$ cat src/rtl/tpu_acc_pkg.sv
// rtl/tpu_acc_pkg.sv - shared accumulator-memory types and constants
//
// Purpose: geometry of the double-buffered accumulator memory (256 x 64-bit
// entries, two signed 32-bit column lanes per entry) and the lane limits used
// by the saturating adder.
// Ports: none (package).

package tpu_acc_pkg;

  localparam int ACC_ADDR_W  = 8;
  localparam int ACC_LANE_W  = 32;
  localparam int ACC_ENTRY_W = 2 * ACC_LANE_W;

  // col0 occupies the low lane, col1 the high lane.
  typedef struct packed {
    logic [ACC_LANE_W-1:0] col1;
    logic [ACC_LANE_W-1:0] col0;
  } acc_entry_t;

  localparam logic [ACC_LANE_W-1:0] ACC_LANE_MAX = {1'b0, {(ACC_LANE_W-1){1'b1}}};
  localparam logic [ACC_LANE_W-1:0] ACC_LANE_MIN = {1'b1, {(ACC_LANE_W-1){1'b0}}};

endpackage

$ cat src/rtl/lane_adder.sv
// rtl/lane_adder.sv - one signed column-lane adder, wrapping or saturating
//
// Purpose: adds two signed two's-complement lanes. With SATURATE=0 the sum
// wraps modulo 2^LANE_W; with SATURATE=1 it clamps to the lane max/min and
// reports the clamp.
// Ports:
//   a_i     in  LANE_W  base lane (memory, forwarded, or zero)
//   b_i     in  LANE_W  incoming partial-sum lane
//   sum_o   out LANE_W  lane result
//   clamp_o out 1       result was clamped (always 0 when SATURATE=0)

module lane_adder
  import tpu_acc_pkg::*;
#(
  parameter int LANE_W   = ACC_LANE_W,
  parameter bit SATURATE = 1'b0
) (
  input  logic [LANE_W-1:0] a_i,
  input  logic [LANE_W-1:0] b_i,
  output logic [LANE_W-1:0] sum_o,
  output logic              clamp_o
);

  localparam logic [LANE_W-1:0] LANE_MAX = {1'b0, {(LANE_W-1){1'b1}}};
  localparam logic [LANE_W-1:0] LANE_MIN = {1'b1, {(LANE_W-1){1'b0}}};

  generate
    if (SATURATE) begin : g_sat
      logic [LANE_W:0] wide;
      logic            ovf;

      // One guard bit: the true sign is wide[LANE_W]; a mismatch with the
      // lane sign bit means the LANE_W-bit result overflowed.
      assign wide = {a_i[LANE_W-1], a_i} + {b_i[LANE_W-1], b_i};
      assign ovf  = wide[LANE_W] ^ wide[LANE_W-1];

      always_comb begin
        sum_o = wide[LANE_W-1:0];
        if (ovf) begin
          sum_o = wide[LANE_W] ? LANE_MIN : LANE_MAX;
        end
      end
      assign clamp_o = ovf;
    end else begin : g_wrap
      assign sum_o   = a_i + b_i;
      assign clamp_o = 1'b0;
    end
  endgenerate

endmodule

$ cat src/rtl/acc_rmw_writer.sv
// rtl/acc_rmw_writer.sv - accumulator write stage with read-modify-write
//
// Purpose: accepts partial-sum vectors from the systolic drain and either
// overwrites or adds into the addressed accumulator entry. S0 issues the
// memory read on the accept cycle; S1 forms the sum one cycle later when the
// registered read data arrives and issues the write. A single forwarding
// register covers the one write the memory cannot yet reflect.
// Ports:
//   clk, rst_n          clock, synchronous active-low reset
//   in_valid/in_ready   element handshake (in_ready = enable)
//   in_addr/in_data     target entry and partial sums {col1, col0}
//   in_accum            1 = add into entry, 0 = overwrite
//   enable              acceptance gate from the buffer controller
//   acc_rd_en/addr/data accumulator read port (data 1 cycle after enable)
//   acc_wr_en/addr/data accumulator write port
//   idle                no element in S1
//   ovf_flag/ovf_clr    sticky saturation event and its clear

module acc_rmw_writer
  import tpu_acc_pkg::*;
#(
  parameter int LANE_W   = ACC_LANE_W,
  parameter int ADDR_W   = ACC_ADDR_W,
  parameter bit SATURATE = 1'b0
) (
  input  logic                clk,
  input  logic                rst_n,
  input  logic                in_valid,
  output logic                in_ready,
  input  logic [ADDR_W-1:0]   in_addr,
  input  logic [2*LANE_W-1:0] in_data,
  input  logic                in_accum,
  input  logic                enable,
  output logic                acc_rd_en,
  output logic [ADDR_W-1:0]   acc_rd_addr,
  input  logic [2*LANE_W-1:0] acc_rd_data,
  output logic                acc_wr_en,
  output logic [ADDR_W-1:0]   acc_wr_addr,
  output logic [2*LANE_W-1:0] acc_wr_data,
  output logic                idle,
  output logic                ovf_flag,
  input  logic                ovf_clr
);

  localparam int ENTRY_W = 2 * LANE_W;

  // S1 stage
  logic                s1_valid_q, s1_valid_d;
  logic                s1_accum_q, s1_accum_d;
  logic [ADDR_W-1:0]   s1_addr_q,  s1_addr_d;
  logic [ENTRY_W-1:0]  s1_data_q,  s1_data_d;

  // Forwarding register: the write committed on the previous edge
  logic                fwd_valid_q, fwd_valid_d;
  logic [ADDR_W-1:0]   fwd_addr_q,  fwd_addr_d;
  logic [ENTRY_W-1:0]  fwd_data_q,  fwd_data_d;

  logic                ovf_q, ovf_d;

  logic                accept;
  logic [ENTRY_W-1:0]  base;
  logic [ENTRY_W-1:0]  result;
  logic                clamp0, clamp1;
  logic                clamp_any;

  // ---------------- S0: accept and issue read ----------------
  // in_ready is held low during reset so nothing is captured on a reset edge.
  assign in_ready    = enable && rst_n;
  assign accept      = in_valid && in_ready;
  assign acc_rd_en   = accept && in_accum;
  assign acc_rd_addr = acc_rd_en ? in_addr : '0;

  // ---------------- S1: select base, add, write ----------------
  // The memory returns the pre-write value when a read and a write to the
  // same entry share an edge, so the immediately preceding result must be
  // taken from the forwarding register instead.
  always_comb begin
    base = acc_rd_data;
    if (!s1_accum_q) begin
      base = '0;
    end else if (fwd_valid_q && (fwd_addr_q == s1_addr_q)) begin
      base = fwd_data_q;
    end
  end

  lane_adder #(
    .LANE_W   (LANE_W),
    .SATURATE (SATURATE)
  ) u_lane0 (
    .a_i     (base[LANE_W-1:0]),
    .b_i     (s1_data_q[LANE_W-1:0]),
    .sum_o   (result[LANE_W-1:0]),
    .clamp_o (clamp0)
  );

  lane_adder #(
    .LANE_W   (LANE_W),
    .SATURATE (SATURATE)
  ) u_lane1 (
    .a_i     (base[ENTRY_W-1:LANE_W]),
    .b_i     (s1_data_q[ENTRY_W-1:LANE_W]),
    .sum_o   (result[ENTRY_W-1:LANE_W]),
    .clamp_o (clamp1)
  );

  // Write-port fields are zeroed when S1 is empty so an idle port is quiet.
  assign acc_wr_en   = s1_valid_q;
  assign acc_wr_addr = s1_valid_q ? s1_addr_q : '0;
  assign acc_wr_data = s1_valid_q ? result    : '0;
  assign idle        = !s1_valid_q;

  assign clamp_any   = s1_valid_q && (clamp0 || clamp1);

  // ---------------- next state ----------------
  always_comb begin
    s1_valid_d  = accept;
    s1_accum_d  = s1_accum_q;
    s1_addr_d   = s1_addr_q;
    s1_data_d   = s1_data_q;
    if (accept) begin
      s1_accum_d = in_accum;
      s1_addr_d  = in_addr;
      s1_data_d  = in_data;
    end

    // fwd_valid follows S1 valid, so one empty S1 cycle (enable low before a
    // swap or clear) is enough to stop any forwarding across it.
    fwd_valid_d = s1_valid_q;
    fwd_addr_d  = s1_addr_q;
    fwd_data_d  = result;

    // A clamp in the same cycle as ovf_clr keeps the flag set.
    ovf_d = (ovf_q && !ovf_clr) || clamp_any;
  end

  always_ff @(posedge clk) begin
    if (!rst_n) begin
      s1_valid_q  <= 1'b0;
      s1_accum_q  <= 1'b0;
      s1_addr_q   <= '0;
      s1_data_q   <= '0;
      fwd_valid_q <= 1'b0;
      fwd_addr_q  <= '0;
      fwd_data_q  <= '0;
      ovf_q       <= 1'b0;
    end else begin
      s1_valid_q  <= s1_valid_d;
      s1_accum_q  <= s1_accum_d;
      s1_addr_q   <= s1_addr_d;
      s1_data_q   <= s1_data_d;
      fwd_valid_q <= fwd_valid_d;
      fwd_addr_q  <= fwd_addr_d;
      fwd_data_q  <= fwd_data_d;
      ovf_q       <= ovf_d;
    end
  end

  // Without saturation there is no clamp event; the flag is tied off.
  assign ovf_flag = SATURATE ? ovf_q : 1'b0;

endmodule
$ cat config.mk
export PLATFORM = sky130hd
export DESIGN_NAME = acc_rmw_writer
export DESIGN_NICKNAME = d
export VERILOG_FILES = /design/src/rtl/tpu_acc_pkg.sv /design/src/rtl/lane_adder.sv /design/src/rtl/acc_rmw_writer.sv
export SDC_FILE = /design/constraint.sdc
export NUM_CORES = 1
export LEC_CHECK = 0
export CAP_MARGIN = 20
export CORE_MARGIN = 2
export CORE_UTILIZATION = 35
export CTS_CLUSTER_DIAMETER = 150
export DETAILED_ROUTE_END_ITERATION = 6
export PLACE_DENSITY = 0.7
export SYNTH_ARGS = -nofsm -noshare
export SYNTH_HDL_FRONTEND = slang
export SYNTH_SLANG_ARGS = --single-unit
$ cat constraint.sdc
create_clock -name clk -period 4 [get_ports clk]
set_clock_uncertainty 0.15 [all_clocks]
set_input_delay 1 -clock clk [delete_from_list [all_inputs] [get_ports clk]]
set_output_delay 1 -clock clk [all_outputs]
set_load 0.05 [all_outputs]
After elaboration in Yosys (flattened, before gate mapping)
Index checks and enable logic that the tools add are counted.
{ "word_totals": {"ff_bits": 147, "elab_cells": 20, "input_bits": 142, "out_inout_bits": 85} }
{ "op_classes": {"addsub": 2, "muxes": 5, "reduce_logical": 5, "n_eq_ne": 1} }
{ "op_table": {"columns": ["operator", "count"], "rows": [
  ["64-bit two-way mux", 3],
  ["32-bit adder", 2],
  ["8-bit two-way mux", 2],
  ["8-bit equality test", 1],
  ["1-bit logical AND", 4],
  ["1-bit logical NOT", 1]
]} }

Depth between registers and ports, before layout
Gate-level depths: netlist of the first run.
{ "depth": {"depth_word": 6, "ltp_mapped": 15, "depth_no_buf": 14} }

Modules after synthesis
From an unflattened synthesis of the first run, not the netlist that was laid out.
{ "hier_totals": {"cells_unflattened": 1248, "hier_area_um2": 9874.5} }
{ "by_module_without_submodules": {"columns": ["mod", "n_inst", "area_each_um2", "cells_per_inst", "seq_area_each_um2"], "rows": [
  ["acc_rmw_writer", 1, 6413.7, 772, 2942.8],
  ["lane_adder (u_lane1)", 1, 1736.7, 238, 0.0],
  ["lane_adder (u_lane0)", 1, 1724.2, 238, 0.0]
]} }

Worst setup path after synthesis of the first run
Ideal clock, no wire load.
{ "synth_path": {"kind": "reg2out", "startpoint": "register s1_addr_q[1], in the netlist fwd_addr_d[1]", "endpoint": "output port acc_wr_data[60]", "path_stages_with_launch": 15, "setup_slack_ns": -1.240, "t_required_ns": 2.850, "t_arrival_ns": 4.090, "n_path_buf": 1, "path_cell_list": "dfxtp_1 xnor2_1 and4_1 nand3_1 clkbuf_1 nand2_1 a21oi_1 ha_1 fa_1 a21oi_1 o21ai_1 o211ai_4 a31oi_1 and3_4 o311ai_1"} }
{ "synth_via": {"elab_chain_cells": 6} }
{ "synth_rtl": {"columns": ["item", "line", "text"], "rows": [
  ["start, declared", "acc_rmw_writer.sv:50", "logic [ADDR_W-1:0] s1_addr_q, s1_addr_d;"],
  ["start signal, assigned", "acc_rmw_writer.sv:149", "s1_addr_q <= s1_addr_d;"],
  ["8-bit equality test", "acc_rmw_writer.sv:81", "end else if (fwd_valid_q && (fwd_addr_q == s1_addr_q)) begin"],
  ["1-bit logical AND", "acc_rmw_writer.sv:81", null],
  ["64-bit two-way mux", "acc_rmw_writer.sv:81", null],
  ["64-bit two-way mux", "acc_rmw_writer.sv:79", "if (!s1_accum_q) begin"],
  ["32-bit adder", "lane_adder.sv:45", "assign sum_o = a_i + b_i;"],
  ["64-bit two-way mux", "acc_rmw_writer.sv:109", "assign acc_wr_data = s1_valid_q ? result : '0;"],
  ["end, declared", "acc_rmw_writer.sv:39", "output logic [2*LANE_W-1:0] acc_wr_data,"]
]} }
Every way passes these cells.

Final worst setup path of the first run
{ "layout_path": {"startpoint": "register fwd_addr_q[4]", "endpoint": "output port acc_wr_data[61]"} }
{ "layout_via": {"elab_chain_cells": 6} }
{ "layout_rtl": {"columns": ["item", "line", "text"], "rows": [
  ["start, declared", "acc_rmw_writer.sv:55", "logic [ADDR_W-1:0] fwd_addr_q, fwd_addr_d;"],
  ["start signal, assigned", "acc_rmw_writer.sv:152", "fwd_addr_q <= fwd_addr_d;"],
  ["8-bit equality test", "acc_rmw_writer.sv:81", null],
  ["1-bit logical AND", "acc_rmw_writer.sv:81", null],
  ["64-bit two-way mux", "acc_rmw_writer.sv:81", null],
  ["64-bit two-way mux", "acc_rmw_writer.sv:79", null],
  ["32-bit adder", "lane_adder.sv:45", null],
  ["64-bit two-way mux", "acc_rmw_writer.sv:109", null]
]} }
Every way passes these cells.

==> flow_summary.ini, run 1 <==
[power_and_ir_drop]
power_density_nw_per_um2 = 230.9
peakVddDrop_v = 0.0003169
p_leak_nw = 7.825

[clocking]
cts_tree = done
path_clk_slew_ns = 0.06
clockBufferDepth = 2
cts-root-buf = clkbuf_16
cts_buffers = 17
clk_latency_ns = 0.44
clkSinkCount = 147
h-tree-depth = 4

[timing]
setup_tns_ns = -59.04
max_freq_mhz = 187.6
hold_viol_final = 0
hold_ws_ns = 0.3163
finalSetupViolCount = 62
setup_slack_ns = -1.330
drv_slew = 0
layout_min_cycle_time_ns = 5.330
rsz0062_at_grt = yes
min_period_over_period_pct = 133.3
tightest_slew_ns = 0.9160
relSlewSlack_pct = 38.93

[die]
die_area_um2 = 28940
pin_count = 227
fp.coreArea_um2 = 27030
start_util_pct = 35.74
dieHeight_um = 170.1
std_cell_rows = 60
die_w_um = 170.1

[synthesis]
synth_cell_types = 68
yosys_warnings = 0
syn_avg_cell_area_um2 = 7.390
syn_area_um2 = 9659
synth_cells = 1307
synth_nets = 1513
synthArstFlopShare_pct = 0
synth_ff_type = dfxtp_1
ys_seq_elements = 147
seq_area_frac_synth_pct = 30.47
synth_edf_count = 0

[setup_path]
ff2ff_setup_slack_ns = 0.04
crit_type = register to primary output
worstSetupEndpointType = primary output
critPathMaxStageDelay_ns = 0.33
worstPathArrival_ns = 4.18
cp-start-kind = register
cp_cell_sequence = xnor2_2, nand4_1, nor3_4, buf_6, buf_12, buf_12, buf_8, nand2_4, a21oi_2, ha_1, nand4_1, nor3_2, buf_4, o21ai_1, buf_4, a211oi_2, nor3_4, xnor2_2, and2_4, buf_12
worstPathRequired_ns = 2.85
crit_buf_inv = 7
cp-startpoint = fwd_addr_q[4]
cp_top_family = simple AND/OR/NAND/NOR gates
r2r-start = fwd_addr_q[4]
critical_path.max_fanout = 7
crit_top_cell = buf_12
crit_slowest_cell = dfxtp_2

[detailed_routing]
wirelength_um = 39170
avgViaCountPerCell = 5.234
vias = 11270
routedWlPerCell_um = 18.18
ant_nets = 0
drc = 0
first_pass_iters = 6
drt_iter0_drc = 783

[finish]
n_fill_cell = 1952
nets = 2006
multi_input_area_um2 = 8434
fin_area_um2 = 18280
syn2layout_area_growth_pct = 89.24
fin_util_pct = 67.63
drive_above_1_share_pct = 42.97
seq_area_um2 = 2954
num_antenna_cells = 0

[placed_design]
gp_congestion = 0.9189
portBuffers = 224
place_area_um2 = 14920
preCtsSetupSlack_ns = -0.9939
place_hpwl_um = 24690

[run]
maxCapViolCount = 0

[global_routing]
grt_pass1_vias = 10900
antenna_found_initial = 0
overflow = 0
grt_max_degree = 92
grt_pass1_wl_um = 55010
track_usage_pct = 23.63

[worst_hold_path]
hold_class = register to register
hp-start = s1_data_q[37]

[run_status]
violations = negative setup slack
status = complete, but fails checks
==> repair_timing <==
action,4_1_cts,5_1_grt
setup endpoints to repair,63,63
gates cloned,1,1
gates resized for setup,138,282
hold buffers,0,0
setup buffers,27,64
pin swaps,61,136
==> sequential cells by signal, summed over array words and instances, names as in the netlist <==
name         count
acc_wr_en        1
fwd_addr_d       8
fwd_addr_q       8
fwd_data_q      64
fwd_valid_q      1
s1_accum_q       1
s1_data_q       64
==> cells in the mapped netlist (4+ instances only) <==
cell type	n	area [um^2]
nand4_1	11	68.82
a31oi_1	9	56.30
a211oi_1	5	37.54
o21ai_0	95	475.5
o21bai_1	9	67.56
o22ai_1	5	31.28
nor3_1	16	80.08
and3_1	19	118.9
and2_1	122	763.2
nor2_1	56	210.2
mux2_2	8	90.09
dfxtp_1	147	2943
buf_2	4	20.02
ha_1	62	775.7
xnor2_1	42	367.9
clkbuf_1	67	251.5
inv_1	14	52.55
nand2b_1	7	43.79
o21a_1	7	52.55
nand3_1	9	45.04
nor2b_1	8	50.05
nand2_1	313	1175
buf_1	5	18.77
xor2_1	20	175.2
a21oi_1	141	705.7
mux2i_1	8	80.08
o21ai_1	6	30.03
a21o_1	24	180.2
a21oi_2	4	35.03
o211ai_1	7	52.55
==> worst min-delay path, cell delays in order (launching register included) <==
cell and delay (ns):
dfxtp_1 0.31, nand2_1 0.05, o21ai_0 0.06
==> per-layer routing <==
layer	vias up	global-route usage, %	wire (um)
li1	5439	-	-
met1	5389	31.25	16850
met2	362	39.70	19100
met3	84	4.023	2049
met4	0	6.466	1171
met5	-	0	0
==> cells in the final DEF (no fill, tap or decap), drive strengths merged, types with 19 or more instances in the layout <==
master	n
a21o	24
a21oi	145
and2	123
and3	20
buf	401
clkbuf	20
clkdlybuf4s50	150
dfxtp	147
ha	62
nand2	313
nor2	56
nor3	19
o21ai	102
xnor2	42
xor2	20
==> metrics by stage <==
stage / power (mW) / instances
after global routing: 4.350 / 2154
final: 4.220 / 2154
after detailed placement: 2.365 / 2038
after global placement: 2.353 / 2038
after floorplan: 1.959 / 1307
after CTS: 4.079 / 2098
==> area by class of cell <==
type	instances	share of cell area, %
clock buffers	19	2.423
clock inverters	13	0.8214
inverters	15	0.3217
multi-input cells	1067	46.14
flip-flops and latches	147	16.16
well taps	341	2.334
repair buffers	552	31.80
==> worst paths after layout <==
path | to | cells after the start
max | acc_wr_data[61] | 20
min | s1_data_q[37] | 2
max reg2reg | fwd_data_q[60] | 19
min reg2reg | s1_data_q[37] | 2
==> power breakdown <==
group          switching, mW  internal [mW]  leakage, nW
sequential            0.0486           1.54         1.20
combinational          0.451          0.499         6.34
clock                  0.736          0.947        0.279
total                   1.24           2.98         7.82
==> cell families after synthesis <==
group	after synthesis	synth area share [%]
XOR/XNOR	62	5.622
other	1	0.03882
AO/OA/AOI/OAI	342	21.48
flip-flops	147	30.47
adder cells (fa/ha/maj)	64	8.446
buffers and inverters	93	3.782
AND/OR/NAND/NOR	582	28.41
multiplexers	16	1.762
Power figures use the tool's default switching activity.
==> inputs of run 2 (changes only) <==
--- a/config.mk
+++ b/config.mk
@@ -11,6 +11,7 @@
 export CTS_CLUSTER_DIAMETER = 150
 export DETAILED_ROUTE_END_ITERATION = 6
 export PLACE_DENSITY = 0.7
+export SLEW_MARGIN = 20
 export SYNTH_ARGS = -nofsm -noshare
 export SYNTH_HDL_FRONTEND = slang
 export SYNTH_SLANG_ARGS = --single-unit
==> results of run 2 <==
Same layout as run 1: the final DEF is identical, and so are final timing and power.
